===== src/rtl/key_scan_pkg.sv =====
// Shared definitions for the key scanner: per-key FSM encoding, key count,
// counter widths and default timing values (50 MHz system clock).
package key_scan_pkg;

  localparam int unsigned KeyNum = 4;
  localparam int unsigned CntW   = 20;
  localparam int unsigned LongW  = 26;

  // 20 ms debounce and 1 s long-press at 50 MHz, both stored as count minus 1
  localparam logic [CntW-1:0]  CntMaxDefault  = 20'd999_999;
  localparam logic [LongW-1:0] LongMaxDefault = 26'd49_999_999;

  typedef enum logic [1:0] {
    StIdle      = 2'd0,
    StPressDb   = 2'd1,
    StDown      = 2'd2,
    StReleaseDb = 2'd3
  } key_fsm_e;

endpackage


===== src/rtl/key_filter.sv =====
// Single-key debouncer: 2-flop synchronizer, press/release debounce FSM,
// registered level and one-cycle press/release/long pulses.
// Long-press detection is compiled in only when KEY_LONG_PRESS_EN is defined.
module key_filter
  import key_scan_pkg::*;
#(
  parameter logic [CntW-1:0]  CNT_MAX  = CntMaxDefault,
  parameter logic [LongW-1:0] LONG_MAX = LongMaxDefault
) (
  input  logic sys_clk,
  input  logic sys_rst_n,
  input  logic key_n_i,
  output logic state_o,
  output logic press_o,
  output logic release_o,
  output logic long_o
);

  logic [1:0]      sync_q;
  logic            key_low;
  key_fsm_e        st_q, st_d;
  logic [CntW-1:0] cnt_q, cnt_d;
  logic            state_q, state_d;
  logic            press_q, press_d;
  logic            release_q, release_d;

  // Synchronizer resets to the released level so no press is seen out of reset
  always_ff @(posedge sys_clk or negedge sys_rst_n) begin
    if (!sys_rst_n) sync_q <= 2'b11;
    else            sync_q <= {sync_q[0], key_n_i};
  end

  assign key_low = ~sync_q[1];

  // State register: FSM, debounce counter and registered outputs
  always_ff @(posedge sys_clk or negedge sys_rst_n) begin
    if (!sys_rst_n) begin
      st_q      <= StIdle;
      cnt_q     <= '0;
      state_q   <= 1'b0;
      press_q   <= 1'b0;
      release_q <= 1'b0;
    end else begin
      st_q      <= st_d;
      cnt_q     <= cnt_d;
      state_q   <= state_d;
      press_q   <= press_d;
      release_q <= release_d;
    end
  end

  // Next state and debounce counter; counter stops at CNT_MAX by leaving the state
  always_comb begin
    st_d  = st_q;
    cnt_d = cnt_q;
    unique case (st_q)
      StIdle: begin
        if (key_low) begin
          st_d  = StPressDb;
          cnt_d = '0;
        end
      end
      StPressDb: begin
        if (!key_low) begin
          st_d  = StIdle;
          cnt_d = '0;
        end else if (cnt_q == CNT_MAX) begin
          st_d  = StDown;
          cnt_d = '0;
        end else begin
          cnt_d = cnt_q + 1'b1;
        end
      end
      StDown: begin
        if (!key_low) begin
          st_d  = StReleaseDb;
          cnt_d = '0;
        end
      end
      StReleaseDb: begin
        if (key_low) begin
          st_d  = StDown;
          cnt_d = '0;
        end else if (cnt_q == CNT_MAX) begin
          st_d  = StIdle;
          cnt_d = '0;
        end else begin
          cnt_d = cnt_q + 1'b1;
        end
      end
    endcase
  end

  // Output next values: pulses on debounce completion, level follows the FSM
  always_comb begin
    press_d   = (st_q == StPressDb) && key_low && (cnt_q == CNT_MAX);
    release_d = (st_q == StReleaseDb) && !key_low && (cnt_q == CNT_MAX);
    state_d   = (st_d == StDown) || (st_d == StReleaseDb);
  end

  assign state_o   = state_q;
  assign press_o   = press_q;
  assign release_o = release_q;

`ifdef KEY_LONG_PRESS_EN
  logic [LongW-1:0] long_cnt_q, long_cnt_d;
  logic             long_done_q, long_done_d;
  logic             long_q, long_d;

  // Long-press counter and one-shot flag
  always_ff @(posedge sys_clk or negedge sys_rst_n) begin
    if (!sys_rst_n) begin
      long_cnt_q  <= '0;
      long_done_q <= 1'b0;
      long_q      <= 1'b0;
    end else begin
      long_cnt_q  <= long_cnt_d;
      long_done_q <= long_done_d;
      long_q      <= long_d;
    end
  end

  // Count only while DOWN (held in RELEASE_DB), saturate, fire once per press
  always_comb begin
    long_cnt_d  = long_cnt_q;
    long_done_d = long_done_q;
    long_d      = 1'b0;
    if (st_q == StDown) begin
      if (long_cnt_q != LONG_MAX) begin
        long_cnt_d = long_cnt_q + 1'b1;
      end else if (!long_done_q) begin
        long_d      = 1'b1;
        long_done_d = 1'b1;
      end
    end
    if (release_d) begin
      long_cnt_d  = '0;
      long_done_d = 1'b0;
    end
  end

  assign long_o = long_q;
`else
  logic unused_long_max;
  assign unused_long_max = ^LONG_MAX;
  assign long_o          = 1'b0;
`endif

endmodule


===== src/rtl/key_scan.sv =====
// Four-key scanner: one independent key_filter per active-low push-button.
// Define KEY_LONG_PRESS_EN to build in long-press detection (key_long).
module key_scan
  import key_scan_pkg::*;
#(
  parameter logic [CntW-1:0]  CNT_MAX  = CntMaxDefault,
  parameter logic [LongW-1:0] LONG_MAX = LongMaxDefault
) (
  input  logic              sys_clk,
  input  logic              sys_rst_n,
  input  logic [KeyNum-1:0] key_in,
  output logic [KeyNum-1:0] key_state,
  output logic [KeyNum-1:0] key_press,
  output logic [KeyNum-1:0] key_release,
  output logic [KeyNum-1:0] key_long
);

  for (genvar i = 0; i < KeyNum; i++) begin : g_key
    key_filter #(
      .CNT_MAX  (CNT_MAX),
      .LONG_MAX (LONG_MAX)
    ) u_key_filter (
      .sys_clk   (sys_clk),
      .sys_rst_n (sys_rst_n),
      .key_n_i   (key_in[i]),
      .state_o   (key_state[i]),
      .press_o   (key_press[i]),
      .release_o (key_release[i]),
      .long_o    (key_long[i])
    );
  end

endmodule


===== config.mk =====
export PLATFORM = sky130hd
export DESIGN_NAME = key_scan
export DESIGN_NICKNAME = d
export VERILOG_FILES = /design/src/rtl/key_scan_pkg.sv /design/src/rtl/key_filter.sv /design/src/rtl/key_scan.sv
export SDC_FILE = /design/constraint.sdc
export NUM_CORES = 1
export LEC_CHECK = 0
export BUFFER_PORTS_ARGS = -buffer_cell sky130_fd_sc_hd__buf_2
export CAP_MARGIN = 30
export CORE_ASPECT_RATIO = 1.75
export CORE_MARGIN = 5
export CORE_UTILIZATION = 45
export CTS_CLUSTER_SIZE = 28
export DETAILED_ROUTE_END_ITERATION = 10
export HOLD_SLACK_MARGIN = 0.06
export SLEW_MARGIN = 5
export SYNTH_ARGS = -nofsm -noshare
export SYNTH_HDL_FRONTEND = slang
export SYNTH_SLANG_ARGS = --single-unit

===== constraint.sdc =====
create_clock -name sys_clk -period 5.1 [get_ports sys_clk]
set_clock_uncertainty 0.05 [all_clocks]
set_input_delay 0.765 -clock sys_clk [delete_from_list [all_inputs] [get_ports sys_clk]]
set_output_delay 0.765 -clock sys_clk [all_outputs]
set_load 0.005 [all_outputs]

==> summary.md, run 1 <==
| Metric | Value |
|---|---|
| Met3 WL | `255 um` |
| Initial core utilization | `0.455` |
| Clk buf depth | `2` |
| Gate power share | `0.055` |
| Initial antenna violation count | `0` |
| Sequential area share after synthesis | `0.482` |
| Iter 0 DRT Violations | `163` |
| Worst Path Required | `5.31 ns` |
| Avg WL per Cell | `15.3 um` |
| CP peak stage delay | `0.47 ns` |
| Layout cells sized above 1 | `0.128` |
| CTS H-tree lvls | `3` |
| Area grow syn2layout | `8.23%` |
| DIE WIDTH | `94.5 um` |
| Met1 WL | `4.98 mm` |
| Hold-fix buffers, CTS | `0` |
| Pin count of the biggest net entering global routing | `69` |
| Core area | `0.0124 mm2` |
| Hold Path Class | `in -> async` |
| Worst setup SP type | `flop` |
| Final WL | `11.4 mm` |
| Fmax | `430 MHz` |
| Post-synthesis adder-cell area fraction | `0.00890` |
| Syn Area/Cell | `9.83 um2` |
| Die height | `158 um` |
| Cell area after synthesis | `0.00562 mm2` |
| Final setup TNS | `0 ns` |
| Critical path type | `reg -> reg` |
| CTS root buffer | `clkbuf_16` |
| Synthesis Warnings | `0` |
| Crit path cell chain | `ha_1 > nand4_4 > nor4_4 > a31oi_2 > buf_4 > or2b_1 > a31oi_1` |
| Hold Violations, Final | `0` |
| Vias in the first global route | `4,292` |
| Routability cong. | `0.814` |
| Nature of the critical path endpoint | `flop` |
| Row cnt | `54` |
| Remaining DRCs | `0` |
| Xor and xnor area share after synthesis | `0.0280` |
| CP max FO | `18` |
| CTS sink cnt | `108` |
| Top_reg_cell synth | `dfrtp_1` |
| CP arrival | `2.54 ns` |
| Sw frac | `0.245` |
| Fin Hold WS | `0.148 ns` |
| Diode count | `0` |
| Cell Int Power | `1.30 mW` |
| Slew Viols, Final | `0` |
| Fillers | `1,182` |
| DR pass1 iterations | `4` |
| PD cells | `282 mW/mm2` |
| CTS buffer count | `9` |
| FF+latch count, synth | `108` |
| Resized Gates After CTS | `0` |
| Status | `finished, final reports clean` |
| Pleak | `2.64 nW` |
| Minimum clock period | `2.33 ns` |
| Reported net switching power | `0.421 mW` |
| Via density | `5.70` |
| Max layer used | `met4` |
| Die area | `0.0149 mm2` |
| Clk_lat worst skew | `0.35 ns` |
| Post-CTS Setup Repair Bufs | `0` |
| Worst-path clk slew | `0.08 ns` |
| First-pass GRT wire length | `20.2 mm` |
| Final Setup Violations | `0` |
| Net count, final | `584` |
| Slowest CP cell | `a31oi_2` |
| Mux contribution to synthesized area | `0.0256` |
| Count of cell types in the netlist | `55` |
| Compound-Gate Fraction of Synth Area | `0.168` |
| CTS tree | `built` |
| Number of flops mapped to enable cells by yosys | `0` |
| Rel. slew slack | `0.334` |
| RSZ-0062 raised after global routing | `false` |
| IO buf count | `17` |
| Clock share of power | `0.420` |
| Synth Area in Simple Gates | `0.235` |
| Max IR drop VDD | `0.178 mV` |
| Worst-margin pin slew | `0.996 ns` |
| Gr usage total | `0.167` |
| Max-Cap Viols | `0` |
| Routed Antenna Nets | `0` |
| Final period util | `0.456` |
| Vias | `4,257` |
| Largest family of logic cells by synthesized area | `simple AND/OR/NAND/NOR gates` |
| Post-synthesis cell count | `572` |
| Seq pwr share | `0.525` |
| Grt total ovfl | `0` |
| Number of placed I/O pins | `22` |
| Asr flop ratio synth | `1.00` |
| Dpl hpwl | `7.66 mm` |
| Met2 wire len | `5.96 mm` |
[final timing paths]
| check | startpoint | to | slack (ns) | cells after the start |
|---|---|---|---|---|
| worst max register to register | g_key[2].u_key_filter.cnt_q[0] | g_key[2].u_key_filter.cnt_q[2] | 2.77 | 7 |
| worst min register to register | g_key[2].u_key_filter.sync_q[0] | g_key[2].u_key_filter.sync_q[1] | 0.31 | 0 |
| worst min-delay path | sys_rst_n | g_key[0].u_key_filter.cnt_q[5] | 0.15 | 1 |
| worst max-delay path | g_key[2].u_key_filter.cnt_q[0] | g_key[2].u_key_filter.cnt_q[2] | 2.77 | 7 |
| max in group asynchronous | sys_rst_n | g_key[0].u_key_filter.sync_q[1] | 3.75 | 3 |
| min in group sys_clk | g_key[2].u_key_filter.sync_q[0] | g_key[2].u_key_filter.sync_q[1] | 0.31 | 0 |
[power groups by stage]
| stage | Combinational, mW | Sequential, mW | Clock, mW |
|---|---|---|---|
| after detailed placement | 0.0933 | 0.919 | 0 |
| final | 0.0943 | 0.902 | 0.722 |
| after CTS | 0.0937 | 0.902 | 0.748 |
| after global routing | 0.109 | 0.907 | 0.783 |
| after floorplan | 0.0686 | 0.910 | 0 |
| after global placement | 0.0875 | 0.918 | 0 |
[critical path: cells and delay by family (launching register included)]
kind	cells	cell delay, ns
AOI/OAI and AO/OA	2	0.64
buffers and inverters	1	0.33
adders and majority gates	1	0.28
DFF	1	0.42
and+or+nand+nor	3	0.52
[metrics by stage]
step / total power, mW / setup WS [ns] / cell area (um2) / util / std cells
global placement: 1.01 / 2.50 / 5720 / 0.463 / 728
detailed placement: 1.01 / 2.79 / 5750 / 0.465 / 730
finish: 1.72 / 2.77 / 6090 / 0.492 / 747
global route: 1.80 / 2.60 / 6090 / 0.492 / 747
CTS: 1.74 / 2.78 / 6060 / 0.490 / 746
floorplan: 0.979 / 3.19 / 5630 / - / 575
[cells in the final DEF (no fill, tap or decap), types with 5 or more instances in the layout]
master	n
nand2b_1	10
nor4_2	5
mux2i_1	11
nor4_1	7
buf_2	16
nand2_1	60
nand3b_1	7
dfstp_2	8
a21o_1	9
a21oi_1	27
dfrtp_1	100
and3_1	9
and2_1	6
xnor2_1	11
xor2_1	7
and4_1	5
a22o_1	21
nor2_1	36
nand3_1	43
nand4_1	16
or2_2	5
o21ai_0	22
nor3_1	7
a31oi_1	44
clkbuf_16	9
inv_1	13
[cells in the mapped netlist, drive strengths merged, types with 2 or more instances]
cell type  count  area (um2)
ha             4        50.1
buf           31         229
nand4         17         121
nor4          15         170
and2           6        37.5
a21oi         30         158
nand2         60         225
dfstp          8         210
inv           13        48.8
nand3b         7        52.6
dfrtp        100        2500
o21ai         22         110
a21o           9        67.6
or3            3        18.8
o31a           2        17.5
mux2i         11         110
nor3           9        55.1
nor2b          2        12.5
nand3         45         235
o311ai         2        17.5
xnor2         11        96.3
and4b          2        20.0
a221o          3        30.0
a31oi         45         282
a41oi          4        35.0
clkbuf         4        16.3
a22o          21         184
or2            5        31.3
nand2b        10        62.6
nor2          36         135
mux2           3        33.8
or2b           2        15.0
and3           9        56.3
xor2           7        61.3
and4           5        43.8
[final cells by class]
| type | count | area, um2 | area share |
|---|---|---|---|
| clock inverters | 7 | 83.8 | 0.0138 |
| clock buffers | 9 | 225 | 0.0370 |
| multi-input cells | 419 | 2640 | 0.433 |
| flip-flops and latches | 108 | 2710 | 0.446 |
| well taps | 168 | 210 | 0.0345 |
| repair buffers | 23 | 168 | 0.0275 |
| inverters | 13 | 48.8 | 0.00802 |
[kinds of logic after synthesis]
kind of cell / after synthesis
compound gates: 143
mux: 14
xor+xnor: 18
flops: 108
other cells: 1
buf+inv: 48
fa+ha+maj: 4
simple gates: 236
[registers in the layout, indices dropped and copies added, names as in the netlist]
| signal | flops |
|---|---|
| g_key.u_key_filter.sync_q | 8 |
| g_key.u_key_filter.cnt_q | 80 |
| g_key.u_key_filter.release_o | 4 |
| g_key.u_key_filter.st_q | 8 |
| g_key.u_key_filter.state_o | 4 |
| g_key.u_key_filter.press_o | 4 |
[metal layers]
metal  vias to the layer above  global-route usage
met2                        60               0.291
met1                      2086               0.204
li1                       2099                   -
met3                        12              0.0300
met5                         -                   0
met4                         0              0.0668
Power figures use the tool's default switching activity.
==> run 2, diff against run 1 <==
Settings changed: ABC_AREA set to 1.
Clock period 5.1 ns to 2 ns, I/O delays scaled along.
==> run 2 against run 1 <==
  * Critical path depth decreased by 1
  * Setup slack got worse by 2.5 ns
  * Wire length increased by 8.1%
  * Worst hold slack improved by 0.16 ns
  * Clock power increased by 140%
  * Sequential share of layout area down 3.8 points
==> summary.md, run 2 <==
| Metric | Value |
|---|---|
| Resized Gates After CTS | `0 (unchanged)` |
| Remaining DRCs | `0 (unchanged)` |
| Hold Violations, Final | `0 (unchanged)` |
| Worst-path clk slew | `0.07 ns (was 0.08 ns)` |
| PD cells | `622 mW/mm2 (was 282 mW/mm2)` |
| Cell area after synthesis | `0.00613 mm2 (was 0.00562 mm2)` |
| Area grow syn2layout | `8.64% (was 8.23%)` |
| IO buf count | `17 (unchanged)` |
| Number of buffers and inverters on the critical path | `0 (was 1)` |
| Avg WL per Cell | `12.4 um (was 15.3 um)` |
| Pin count of the biggest net entering global routing | `38 (was 69)` |
| Compound-Gate Fraction of Synth Area | `0.0699 (was 0.168)` |
| First-pass GRT wire length | `21.9 mm (was 20.2 mm)` |
| Commonest non-fill, non-tap cell in the layout | `nand2_1 (was dfrtp_1)` |
| Slew Viols, Final | `0 (unchanged)` |
| Number of flops mapped to enable cells by yosys | `0 (unchanged)` |
| Asr flop ratio synth | `1.00 (unchanged)` |
| Post-synthesis cell count | `798 (was 572)` |
| CP max FO | `12 (was 18)` |
| Sw frac | `0.236 (was 0.245)` |
| Die area | `0.0161 mm2 (was 0.0149 mm2)` |
| Final period util | `0.859 (was 0.456)` |
| Dpl hpwl | `9.33 mm (was 7.66 mm)` |
| RSZ-0062 raised after global routing | `false (unchanged)` |
| CP top delay family | `compound AO/OA/AOI/OAI gates (unchanged)` |
| CTS H-tree lvls | `3 (unchanged)` |
| CTS buffer count | `9 (unchanged)` |
| Seq pwr share | `0.541 (was 0.525)` |
| Largest register by flop count | `g_key.u_key_filter.cnt_q (unchanged)` |
| Fmax | `582 MHz (was 430 MHz)` |
| Worst setup SP type | `flop (unchanged)` |
| Yosys top cell area share | `0.408 (was 0.445)` |
| Xor and xnor area share after synthesis | `0.0572 (was 0.0280)` |
| Crit path cell chain | `ha_1 > nand3_1 > nor2_1 > nand2_1 > o21bai_2 > o22ai_1 (was ha_1 > nand4_4 > nor4_4 > a31oi_2 > buf_4 > or2b_1 > a31oi_1)` |
| Via density | `4.94 (was 5.70)` |
| Post-route setup slack | `0.283 ns (was 2.77 ns)` |
| CP peak stage delay | `0.44 ns (was 0.47 ns)` |
| Core area | `0.0134 mm2 (was 0.0124 mm2)` |
| DIE WIDTH | `98.2 um (was 94.5 um)` |
| Post-synth top cells | `nand2_1, dfrtp_1, inv_1, nand3_1, nor2_1 (was dfrtp_1, nand2_1, a31oi_1, nand3_1, nor2_1)` |
| CTS tree | `built (unchanged)` |
| Routability cong. | `0.875 (was 0.814)` |
| Routed Antenna Nets | `0 (unchanged)` |
| Net count, final | `826 (was 584)` |
| Vias | `4,911 (was 4,257)` |
| Number of flip-flops in the largest register | `80 (unchanged)` |
| Cell Int Power | `3.16 mW (was 1.30 mW)` |
| Grt total ovfl | `0 (unchanged)` |
| Reported net switching power | `0.975 mW (was 0.421 mW)` |
| Max-Cap Viols | `0 (unchanged)` |
| Die height | `164 um (was 158 um)` |
| Vias in the first global route | `4,964 (was 4,292)` |
| Initial core utilization | `0.458 (was 0.455)` |
| Leading registers by flop count | `g_key.u_key_filter.cnt_q (80), g_key.u_key_filter.st_q (8), g_key.u_key_filter.sync_q (8) (unchanged)` |
| Synth Area in Simple Gates | `0.322 (was 0.235)` |
| Diode count | `0 (unchanged)` |
| Initial antenna violation count | `0 (unchanged)` |
| Top-count cell post-synth | `nand2_1 (was dfrtp_1)` |
| CP arrival | `1.87 ns (was 2.54 ns)` |
| Count of cell types in the netlist | `34 (was 55)` |
| Iter 0 DRT Violations | `158 (was 163)` |
| Largest family of logic cells by synthesized area | `simple AND/OR/NAND/NOR gates (unchanged)` |
| Slowest CP cell | `o21bai_2 (was a31oi_2)` |
| Number of placed I/O pins | `22 (unchanged)` |
| Row cnt | `56 (was 54)` |
| Rel. slew slack | `0.647 (was 0.334)` |
| Layout cells sized above 1 | `0.132 (was 0.128)` |
| Clk_lat worst skew | `0.35 ns (about the same)` |
| Top_reg_cell synth | `dfrtp_1 (unchanged)` |
| CTS root buffer | `clkbuf_16 (unchanged)` |
| Sequential area share after synthesis | `0.443 (was 0.482)` |
| Main area contributors after synthesis | `dfrtp_1, nand2_1, inv_1 (was dfrtp_1, a31oi_1, nand2_1)` |
| Clk buf depth | `2 (unchanged)` |
| Nature of the critical path endpoint | `flop (unchanged)` |
| DR pass1 iterations | `4 (unchanged)` |
| Status | `finished, final reports clean (unchanged)` |
| Most frequent cells in the layout | `nand2_1, inv_1, dfrtp_1 (was dfrtp_1, nand2_1, a31oi_1)` |
| DP Worst Slack | `0.276 ns (was 2.79 ns)` |
| Gr usage total | `0.164 (was 0.167)` |
| Final setup TNS | `0 ns (unchanged)` |
| Post-synthesis adder-cell area fraction | `0.00817 (was 0.00890)` |
| Max IR drop VDD | `0.351 mV (was 0.178 mV)` |
| Final WL | `12.3 mm (was 11.4 mm)` |
| Yosys top cell by area | `dfrtp_1 (unchanged)` |
| Synthesis Warnings | `0 (unchanged)` |
| Minimum clock period | `1.72 ns (was 2.33 ns)` |
| Critical path type | `reg -> reg (unchanged)` |
| Clock share of power | `0.414 (was 0.420)` |
| Worst-margin pin slew | `0.528 ns (was 0.996 ns)` |
| Mux contribution to synthesized area | `0 (was 0.0256)` |
| Final Setup Violations | `0 (unchanged)` |
| Syn Area/Cell | `7.68 um2 (was 9.83 um2)` |
| Fillers | `1,336 (was 1,182)` |
| Worst Path Required | `2.15 ns (was 5.31 ns)` |
| CTS sink cnt | `108 (unchanged)` |
| Hold Path Class | `reg -> reg (was in -> async)` |
| FF+latch count, synth | `108 (unchanged)` |
| Gate power share | `0.046 (was 0.055)` |
| Pleak | `3.09 nW (was 2.64 nW)` |
## run 2: cell types whose count changed in the layout (fill, tap and decap cells not counted), moves of 11 or more
cell     before  now
nand3_1      43   73
mux2i_1      11    0
inv_1        13  100
o21ai_1       0   24
o22ai_1       1   16
a22o_1       21    0
a31oi_1      44    2
nor2_1       36   65
nand2_1      60  238
nor2_2        0   16
nand2_2       0   13
xor2_1        7   32
a21oi_1      27    3
## run 2: worst register-to-register path: cells and delay by family (launching register included)
kind	cells	cell delay, ns
fa+ha+maj	1	0.20
simple gates	3	0.37
flops	1	0.39
compound gates	2	0.57
## run 2: cells by family after synthesis
logic type / after synthesis
and+or+nand+nor: 440
adders and majority gates: 4
other: 1
xor gates and xnor gates: 40
buffers and inverters: 134
DFF: 108
AOI/OAI and AO/OA: 71
## run 2: worst paths after layout
kind / from / slack [ns] / endpoint / depth (start not counted)
max in group asynchronous: sys_rst_n / 0.90 / g_key[1].u_key_filter.sync_q[0] / 3
max: g_key[0].u_key_filter.cnt_q[0] / 0.28 / g_key[0].u_key_filter.cnt_q[6] / 6
max reg2reg: g_key[0].u_key_filter.cnt_q[0] / 0.28 / g_key[0].u_key_filter.cnt_q[6] / 6
min in group asynchronous: sys_rst_n / 0.34 / g_key[1].u_key_filter.cnt_q[4] / 2
min: g_key[0].u_key_filter.sync_q[0] / 0.31 / g_key[0].u_key_filter.sync_q[1] / 0
min reg2reg: g_key[0].u_key_filter.sync_q[0] / 0.31 / g_key[0].u_key_filter.sync_q[1] / 0
## run 2: area by class of cell
cell class	instances	area, um2	share of cell area
Timing Repair Buffer	32	225	0.0338
Sequential cell	108	2710	0.408
Clock buffer	11	243	0.0365
Multi-Input combinational cell	559	2820	0.423
Inverter	106	398	0.0598
Tap cell	174	218	0.0327
Clock inverter	5	43.8	0.00658
## run 2: metal layers
metal	global-route usage	part of all wire	wire (um)
met3	0.0259	0.017	214
met2	0.318	0.55	6840
met4	0.0634	0.027	329
met5	0	0	0
met1	0.176	0.40	4950
## run 2: what timing repair did
item / CTS / global route
setup buffers: 0 / 0
endpoints found under the setup margin: 0 / 0
endpoints found under the hold margin: 22 / 0
hold buffers: 5 / 0
## run 2: power groups by stage
stage	Combinational, mW	Sequential, mW	Clock (mW)
2_1_floorplan	0.105	2.28	0
3_3_place_gp	0.182	2.28	0
3_5_place_dp	0.186	2.28	0
4_1_cts	0.194	2.24	1.78
5_1_grt	0.215	2.24	1.86
6_report	0.188	2.24	1.71
## run 2: per-stage QoR
step,cells,area (um2),hold slack (ns),total power [mW],utilization
3_5_place_dp,974,6320,0.169,2.47,0.472
4_1_cts,995,6660,0.309,4.21,0.497
5_1_grt,995,6660,0.311,4.32,0.497
3_3_place_gp,974,6320,0.174,2.46,0.472
6_report,995,6660,0.307,4.14,0.497
2_1_floorplan,801,6140,-0.0456,2.38,-
